`src/rtl/apb_reg_slave.sv`:
```
// apb_reg_slave: APB2 register slave with 14 general-purpose registers, a STATUS
// word holding write/read transfer counters, and a CTRL word for the
// interrupt enable, the counter/error clear and the interrupt clear.
//
// Ports:
//   Hclk     in   clock; all state changes on its rising edge
//   Hreset   in   synchronous active-high reset
//   Psel     in   slave select
//   Penable  in   access-phase strobe
//   Pwrite   in   1 = write, 0 = read
//   Paddr    in   byte address; only [5:2] decoded (word index 0-15)
//   Pwdata   in   write data
//   Prdata   out  registered read data; valid only in a read's access cycle
//   Perr     out  sticky protocol-error flag
//   Irq      out  registered level interrupt
module apb_reg_slave (
  input  logic        Hclk,
  input  logic        Hreset,
  input  logic        Psel,
  input  logic        Penable,
  input  logic        Pwrite,
  input  logic [31:0] Paddr,
  input  logic [31:0] Pwdata,
  output logic [31:0] Prdata,
  output logic        Perr,
  output logic        Irq
);

  localparam int unsigned NUM_GP = 14;
  localparam logic [3:0]  IDX_REG0   = 4'd0;
  localparam logic [3:0]  IDX_STATUS = 4'd14;
  localparam logic [3:0]  IDX_CTRL   = 4'd15;

  typedef enum logic [1:0] {
    IDLE   = 2'd0,
    SETUP  = 2'd1,
    ACCESS = 2'd2
  } state_e;

  state_e      state_q, state_d;
  logic [3:0]  setup_idx_q, setup_idx_d;
  logic        setup_wr_q, setup_wr_d;
  logic [31:0] regs_q [NUM_GP];
  logic [31:0] regs_d [NUM_GP];
  logic [15:0] wcnt_q, wcnt_d;
  logic [15:0] rcnt_q, rcnt_d;
  logic        irq_en_q, irq_en_d;
  logic        irq_q, irq_d;
  logic        perr_q, perr_d;
  logic [31:0] prdata_q, prdata_d;

  logic [3:0]  idx;
  logic        enter_setup;
  logic        access_try;
  logic        valid;
  logic        proto_err;
  logic        vwr;
  logic        vrd;
  logic        clr;
  logic [31:0] rd_val;

  // Only word-index bits take part in decoding.
  logic unused_paddr_bits;
  assign unused_paddr_bits = ^{Paddr[31:6], Paddr[1:0]};

  assign idx         = Paddr[5:2];
  assign enter_setup = Psel & ~Penable;
  assign access_try  = Psel & Penable;

  // An access edge is only legal straight after SETUP and with the same
  // address/direction that was latched there; anything else is an error.
  assign valid     = access_try & (state_q == SETUP) &
                     (idx == setup_idx_q) & (Pwrite == setup_wr_q);
  assign proto_err = access_try & ~valid;
  assign vwr       = valid & setup_wr_q;
  assign vrd       = valid & ~setup_wr_q;
  assign clr       = vwr & (idx == IDX_CTRL) & Pwdata[1];

  always_comb begin
    rd_val = '0;
    case (idx)
      IDX_STATUS: rd_val = {rcnt_q, wcnt_q};
      IDX_CTRL:   rd_val = {31'd0, irq_en_q};
      default:    rd_val = regs_q[idx];
    endcase
  end

  always_comb begin
    state_d     = state_q;
    setup_idx_d = setup_idx_q;
    setup_wr_d  = setup_wr_q;
    regs_d      = regs_q;
    wcnt_d      = wcnt_q;
    rcnt_d      = rcnt_q;
    irq_en_d    = irq_en_q;
    irq_d       = irq_q;
    perr_d      = perr_q;
    prdata_d    = '0;

    if (!Psel) begin
      state_d = IDLE;
    end else if (!Penable) begin
      state_d = SETUP;
    end else if (state_q == SETUP) begin
      state_d = ACCESS;
    end else begin
      state_d = IDLE;
    end

    if (enter_setup) begin
      setup_idx_d = idx;
      setup_wr_d  = Pwrite;
      // Read data is fetched at the setup edge so it is stable for the
      // whole access cycle; every other edge returns the bus to zero.
      if (!Pwrite) prdata_d = rd_val;
    end

    if (vwr) begin
      if (idx < IDX_STATUS) regs_d[idx] = Pwdata;
      if ((idx == IDX_REG0) && irq_en_q) irq_d = 1'b1;
      if (idx == IDX_CTRL) begin
        irq_en_d = Pwdata[0];
        if (Pwdata[2]) irq_d = 1'b0;
      end
    end

    // Clear wins over counting, so the clearing write is not itself counted.
    if (clr) begin
      wcnt_d = '0;
      rcnt_d = '0;
      perr_d = 1'b0;
    end else begin
      if (vwr)       wcnt_d = wcnt_q + 16'd1;
      if (vrd)       rcnt_d = rcnt_q + 16'd1;
      if (proto_err) perr_d = 1'b1;
    end
  end

  always_ff @(posedge Hclk) begin
    if (Hreset) begin
      state_q     <= IDLE;
      setup_idx_q <= '0;
      setup_wr_q  <= 1'b0;
      for (int unsigned i = 0; i < NUM_GP; i++) regs_q[i] <= '0;
      wcnt_q      <= '0;
      rcnt_q      <= '0;
      irq_en_q    <= 1'b0;
      irq_q       <= 1'b0;
      perr_q      <= 1'b0;
      prdata_q    <= '0;
    end else begin
      state_q     <= state_d;
      setup_idx_q <= setup_idx_d;
      setup_wr_q  <= setup_wr_d;
      regs_q      <= regs_d;
      wcnt_q      <= wcnt_d;
      rcnt_q      <= rcnt_d;
      irq_en_q    <= irq_en_d;
      irq_q       <= irq_d;
      perr_q      <= perr_d;
      prdata_q    <= prdata_d;
    end
  end

  assign Prdata = prdata_q;
  assign Perr   = perr_q;
  assign Irq    = irq_q;

endmodule

```
`config.mk`:
```
export PLATFORM = sky130hd
export DESIGN_NAME = apb_reg_slave
export DESIGN_NICKNAME = d
export VERILOG_FILES = /design/src/rtl/apb_reg_slave.sv
export SDC_FILE = /design/constraint.sdc
export NUM_CORES = 1
export LEC_CHECK = 0
export CAP_MARGIN = 10
export CORE_ASPECT_RATIO = 1.5
export CORE_MARGIN = 1
export CORE_UTILIZATION = 50
export CTS_CLUSTER_SIZE = 8
export DETAILED_ROUTE_END_ITERATION = 10
export PLACE_DENSITY = 0.68
export SKIP_LAST_GASP = 1
export SLEW_MARGIN = 0
export SYNTH_ARGS = -nofsm -noshare
export SYNTH_HDL_FRONTEND = slang
export SYNTH_SLANG_ARGS = --single-unit
```
`constraint.sdc`:
```
create_clock -name Hclk -period 5.3 [get_ports Hclk]
set_clock_uncertainty 0.1 [all_clocks]
set_input_delay 0.795 -clock Hclk [delete_from_list [all_inputs] [get_ports Hclk]]
set_output_delay 0.795 -clock Hclk [all_outputs]
set_load 0.05 [all_outputs]
```
Yosys cells after proc, flatten, opt, wreduce, memory -nomap -nowiden
Index checks and enable logic that the tools add are counted.

word-level totals
  output and inout bits = 34
  memory bits (read-only) = 0
  RAM bits = 0
  bits of input ports = 69
  flip-flop bits (word level) = 522
  bits in latches = 0
  memories kept = 0

operators by class
  mux-type cells = 12
  div/mod/pow operators = 0
  $add $sub $neg = 2
  bitwise operators = 16
  $lt $le $gt $ge = 3
  equality and inequality tests = 5
  $mul = 0
  shifts and indexed selects = 0
  reduce and logical (&&, ||, !) cells = 9

operators with widths
  kind                     count
  $bwmux W448              1
  $bmux W32 S4             1
  $demux W32 S4            1
  $mux W32                 3
  $pmux W32 S2             1
  $add A16 B1 Y16 const B  2
  $and A1 B1 Y1            10
  $eq A4 B4 Y1 const B     2
  $reduce_or A3 Y1         2
  $ge A5 B5 Y1 const B     1
  $lt A5 B1 Y1 const B     1
  $not A1 Y1               5
  $not A4 Y5               1
  $eq A4 B4 Y1             1
  $logic_not A4 Y1         1
  $lt A4 B4 Y1 const B     1
  $mux W1                  4
  $reduce_and A2 Y1        2
  $reduce_or A2 Y1         2
  $eq A2 B1 Y1 const B     1
  $logic_and A1 B1 Y1      2
  $mux W2                  1
  $eq A1 B1 Y1             1

Longest topological paths before layout
  word-level depth = 8
  depth in mapped cells = 9
  gate-level depth less buffers = 6

Least setup slack after synthesis
OpenSTA, ideal clock, no wires.

  path type = in2reg
  from = input port Paddr[3]
  to = register wcnt_q[11]
  setup slack = 2560 ps
  setup time = 122 ps
  stages = 9
  arrival = 2518 ps
  path buffers = 4
  cell sequence = clkbuf_1 -> xor2_1 -> or4_4 -> buf_6 -> buf_12 -> nor3_1 -> a31o_2 -> buf_6 -> a21oi_1

between the ends
  word-level cells in the longest chain between the ends = 7
  elaborated cells between the ends (all ways) = 8
  those cells by class = eq/ne: 2; bitwise: 5; reduce/logical: 1

ends and longest elaborated chain
  what                               line  RTL
  start, declared                    22    input logic [31:0] Paddr,
  $eq A4 B4 Y1                       73    (idx == setup_idx_q) & (Pwrite == setup_wr_q);
  $and A1 B1 Y1                      72    assign valid = access_try & (state_q == SETUP) &
  $and A1 B1 Y1                      73
  $and A1 B1 Y1                      75    assign vwr = valid & setup_wr_q;
  $and A1 B1 Y1 (2 in series)        77    assign clr = vwr & (idx == IDX_CTRL) & Pwdata[1];
  $reduce_or A2 Y1 (no source line)  -
  end signal, assigned               156   wcnt_q <= wcnt_d;
  end, declared                      45    logic [15:0] wcnt_q, wcnt_d;

Parallel ways exist; a longest one is shown, timed or not.
A chain may end at the register's enable or synchronous reset.

Worst setup path after layout
  from = input port Paddr[2]
  to = register regs_q[128] (netlist bit)

between the ends
  word-level cells in the longest chain between the ends = 6
  elaborated cells between the ends (all ways) = 13
  those cells by class = order compare: 3; eq/ne: 1; mux: 3; bitwise: 4; reduce/logical: 2

ends and longest elaborated chain
  what                                                                       line  RTL
  $not A4 Y5 (implied by the code)                                           119   if (idx < IDX_STATUS) regs_d[idx] = Pwdata;
  $ge A5 B5 Y1 (implied by the code) / $lt A5 B1 Y1 (equally long branches)  119
  $logic_and A1 B1 Y1 (implied by the code)                                  119
  $mux W32 (implied by the code)                                             119
  $demux W32 S4                                                              119
  $bwmux W448                                                                119
  end signal, assigned                                                       155   regs_q <= regs_d;
  end, declared                                                              43    logic [31:0] regs_q [NUM_GP];

Parallel ways exist; a longest one is shown, timed or not.

==> results.md <==
- Setup repair after global routing left no endpoint under its margin.
- The critical path goes through buf_6 -> inv_1 -> nor3_1 -> nand3_2 -> nand2_1 -> a21oi_1.
- The worst hold path terminates at regs_q[397].
- The clock passes through at most 3 buffers.
- STA classifies the critical path startpoint as an input port.
- From left edge to right edge, the die measures 176 um.
- The delay contributed by the slowest stage of the critical path is 1060 ps.
- After detailed routing, no signal wire sits above met4.
- Summing every instance area after synthesis gives 0.0228 mm2.
- The number of DRC violations after detailed routing is 0.
- The worst path arrival time is 4120 ps.
- The share of the synthesized area in the top cell type is 45.8%.
- The endpoint identified for the worst register-to-register timing path is regs_q[128].
- The path class of the lowest-slack min-delay path is flop to flop.
- Yosys mapped the design onto 44 distinct sky130hd cell types.
- For this block, wires on met1 add up to approximately 27000 um.
- In this run the critical register-to-register path is launched from setup_wr_q.
- Clock-pin slew was measured on the worst setup and hold paths at 50 ps.
- Together, buffers and inverters on the worst path number 2.
- Timing would allow up to 0.262 GHz.
- The data required time of the critical path is between 5000 and 6000 ps.
- The first global-routing pass estimated between 100000 and 150000 um of wire.
- Synthesis produced a netlist with a net count of 2704.
- The total core area is 0.0449 mm2.
- The routed design uses about 37000 um of met2 wire.
- CTS built an H-tree with a depth of 3.
- Of all flip-flops after synthesis, the portion carrying an async set or reset was 0%.
- The fraction of the yosys area taken by sequential cells is between 40% and 50%.
- The final HPWL from detailed placement is 44000 um.
- The count of mapped cells out of synthesis is 2633.
- Summing over every cut layer, the via total after detailed routing is ~20000.
- The die is approximately 260 um tall.
- The finished layout holds approximately 3200 standard cells, fillers aside.
- The run finished with clean final reports.
- The pin count of the biggest net entering global routing is 168.
- The worst hold path begins at regs_q[397].
- The top cell type by total area after synthesis is sky130_fd_sc_hd__dfxtp_1.
- The largest fanout of any net on the critical path is 35.
- The first routing iteration left 2090 violations.
- Registers take 0.0105 mm2.
- The routed design uses slightly above 5000 um of met3 wire.
- The sum of negative setup slack is 0 ps.
- The cell at the slowest stage of the critical path is sky130_fd_sc_hd__nand3_2.
- The sink count of the clock tree is 522.
- The number of global-route vias before repair is 19400.
- After detailed routing, the total wire length is 73000 um.
- The cell sitting at the root of the clock tree is a sky130_fd_sc_hd__clkbuf_16.
- Buffers inserted to repair hold after CTS numbered 0.
- The final-report hold violation count is 0.
- The final core utilization is a little under three fifths.
- The static leakage power is just over 0.008 uW.
- The final antenna-violating net count is 0.
- Across all register-to-register paths, the minimum setup slack is around 2000 ps.
- VDD sags by at most 212 uV.
- At the pin with the least slew margin, the transition time is 1230 ps.
- The max-cap violation count is 0.
- In this run the tightest slew margin relative to its limit is roughly 17%.
- In the final layout, the multi-input gates occupy 0.0113 mm2.
- The insertion delay of the later-clocked pin in the worst-skew pair is about 600 ps.
- The mean area per synthesized cell is 8.67 um2.
- The share of post-route cells with drive strength above 1 is between 10% and 20%.
- Counting buffers and inverters, the worst setup path is 6 cells deep.
- TritonCTS built the clock tree.
- The number of vias per cell after detailed routing is 6.11.
- The floorplan has 95 rows.
- Routability-driven placement finished with a final weighted congestion of just under 0.9.
- The global-route usage over all layers is 31.6%.
- The number of placed I/O pins is 103.
- The most frequent cell after synthesis is sky130_fd_sc_hd__nand2_1.
- The kind of cell adding the most delay to the critical path is simple AND/OR/NAND/NOR gates.
- The total CTS buffers is 75.
- The initial antenna violation count is 2.
- The count of state elements after synthesis is 522.
- After clock tree synthesis, the repair step resized 0 gates.
- The final routed wire length divided by cell count is 22.8 um.
- The number of synthesized flops with an enable pin is 0.
- The final-layout fill cell count is 3920.
- The worst path needs 3810 ps of the cycle, external delays included.
- Ranked by total cell area, the synthesized netlist is headed by sky130_fd_sc_hd__dfxtp_1 46%, sky130_fd_sc_hd__nand2_1 15%, sky130_fd_sc_hd__a21oi_1 6.9%.
- For the worst flop-to-flop path, the logic depth is 5.
- The layout net count is 2681.
- The total iterations of the first detailed-routing run is 6.
- STA classifies the critical path endpoint as a flop.
- The commonest register cell after synthesis is sky130_fd_sc_hd__dfxtp_1.
- The total die area is 0.0465 mm2.
- After global routing the overflow that remains totals 0.
- By count the netlist is led by 917 x sky130_fd_sc_hd__nand2_1, 522 x sky130_fd_sc_hd__dfxtp_1, 315 x sky130_fd_sc_hd__a21oi_1.
- The Yosys step of the flow raised 0 warnings.
- The post-synthesis to final-layout area growth is 13.0%.
- The total power density per cell area is roughly 330 mW/mm2.
- The starting density of the core is 50.8%.
- Post-CTS timing repair inserted 0 buffers for setup.
- The cell total after placement is 3115.
- The hold-critical path depth is 2.
- Setup violations remaining at the end of the flow were counted as 0.
- The number of max-slew violations in the final report was 0.
- The critical path in this run is classified as input port to flop.
- The count of input and output buffers is 74.
- The ratio of final minimum period to clock period is 71.9%.
-- cells in the final DEF (no fill, tap or decap), types with 12 or more instances in the layout --
master and n:
sky130_fd_sc_hd__clkbuf_16 79, sky130_fd_sc_hd__nor2_1 39, sky130_fd_sc_hd__nand3_1 12, sky130_fd_sc_hd__dfxtp_1 522, sky130_fd_sc_hd__a221oi_1 17, sky130_fd_sc_hd__mux2i_1 52
sky130_fd_sc_hd__a211oi_1 33, sky130_fd_sc_hd__nand2_1 917, sky130_fd_sc_hd__nand4_1 24, sky130_fd_sc_hd__xor2_1 23, sky130_fd_sc_hd__buf_4 55, sky130_fd_sc_hd__a21oi_2 174
sky130_fd_sc_hd__mux4_2 66, sky130_fd_sc_hd__o21ai_0 35, sky130_fd_sc_hd__clkdlybuf4s50_1 70, sky130_fd_sc_hd__mux2_2 30, sky130_fd_sc_hd__a222oi_1 30, sky130_fd_sc_hd__a21oi_1 315
sky130_fd_sc_hd__nor2b_1 19
-- layer usage --
metal / up-vias / GRT usage (%)
met1: 9533 / 36.2
met4: 0 / 19.1
met3: 253 / 5.25
met2: 905 / 54.6
li1: 8863 / -
met5: - / 0
-- kinds of logic (layout without fill, tap and decap cells) --
logic type | after synthesis | in the layout | share of synthesized area, %
AO/OA/AOI/OAI | 609 | 609 | 17.6
multiplexers | 148 | 148 | 10.3
AND/OR/NAND/NOR | 1081 | 1081 | 19.9
other | 0 | 2 | 0
flip-flops | 522 | 522 | 45.8
adder cells (fa/ha/maj) | 2 | 2 | 0.110
XOR/XNOR | 30 | 30 | 1.18
buffers and inverters | 241 | 222 | 5.21
-- cell type report --
cell class | count | share of cell area [%]
clock inverter | 2 | 0.0679
clock buffer | 79 | 7.66
sequential | 522 | 40.5
tap | 582 | 2.82
antenna | 2 | 0.0194
timing repair buffer | 137 | 5.19
multi-input combinational | 1870 | 43.7
inverter | 4 | 0.0582
-- stage by stage --
stage	area, um2	total power, uW	hold slack (ps)	setup WS, ps
4_1_cts	25800	8600	346	1620
3_3_place_gp	23800	4400	334	1130
5_1_grt	25800	8780	362	1440
3_5_place_dp	23800	4400	340	1080
2_1_floorplan	22800	4260	327	2560
6_report	25800	8550	344	1490
-- state kept, by name, indices dropped and copies added (netlist names), 2 cells and up --
register / count
regs_q: 448
Prdata: 32
rcnt_q: 16
wcnt_q: 16
setup_idx_q: 4
state_q: 2
-- power breakdown --
part           total (uW)  internal [uW]  switching, uW
Clock                4220           2590           1630
Combinational         389           97.1            292
Sequential           3940           3940           3.18
-- worst max path at each step --
stage,endpoint,start,slack [ps]
2_1_floorplan,wcnt_q[11],Paddr[3],2560
3_3_place_gp,regs_q[157],Paddr[2],1130
3_5_place_dp,regs_q[142],Paddr[2],1080
4_1_cts,regs_q[128],Paddr[2],1620
5_1_grt,regs_q[155],Paddr[2],1440
6_report,regs_q[128],Paddr[2],1490
-- worst min-delay path, stage by stage, from the launching register on --
cell and delay, ps:
sky130_fd_sc_hd__dfxtp_1 300, sky130_fd_sc_hd__nand2_1 50, sky130_fd_sc_hd__a21oi_1 50
(Power assumes the default switching activity.)
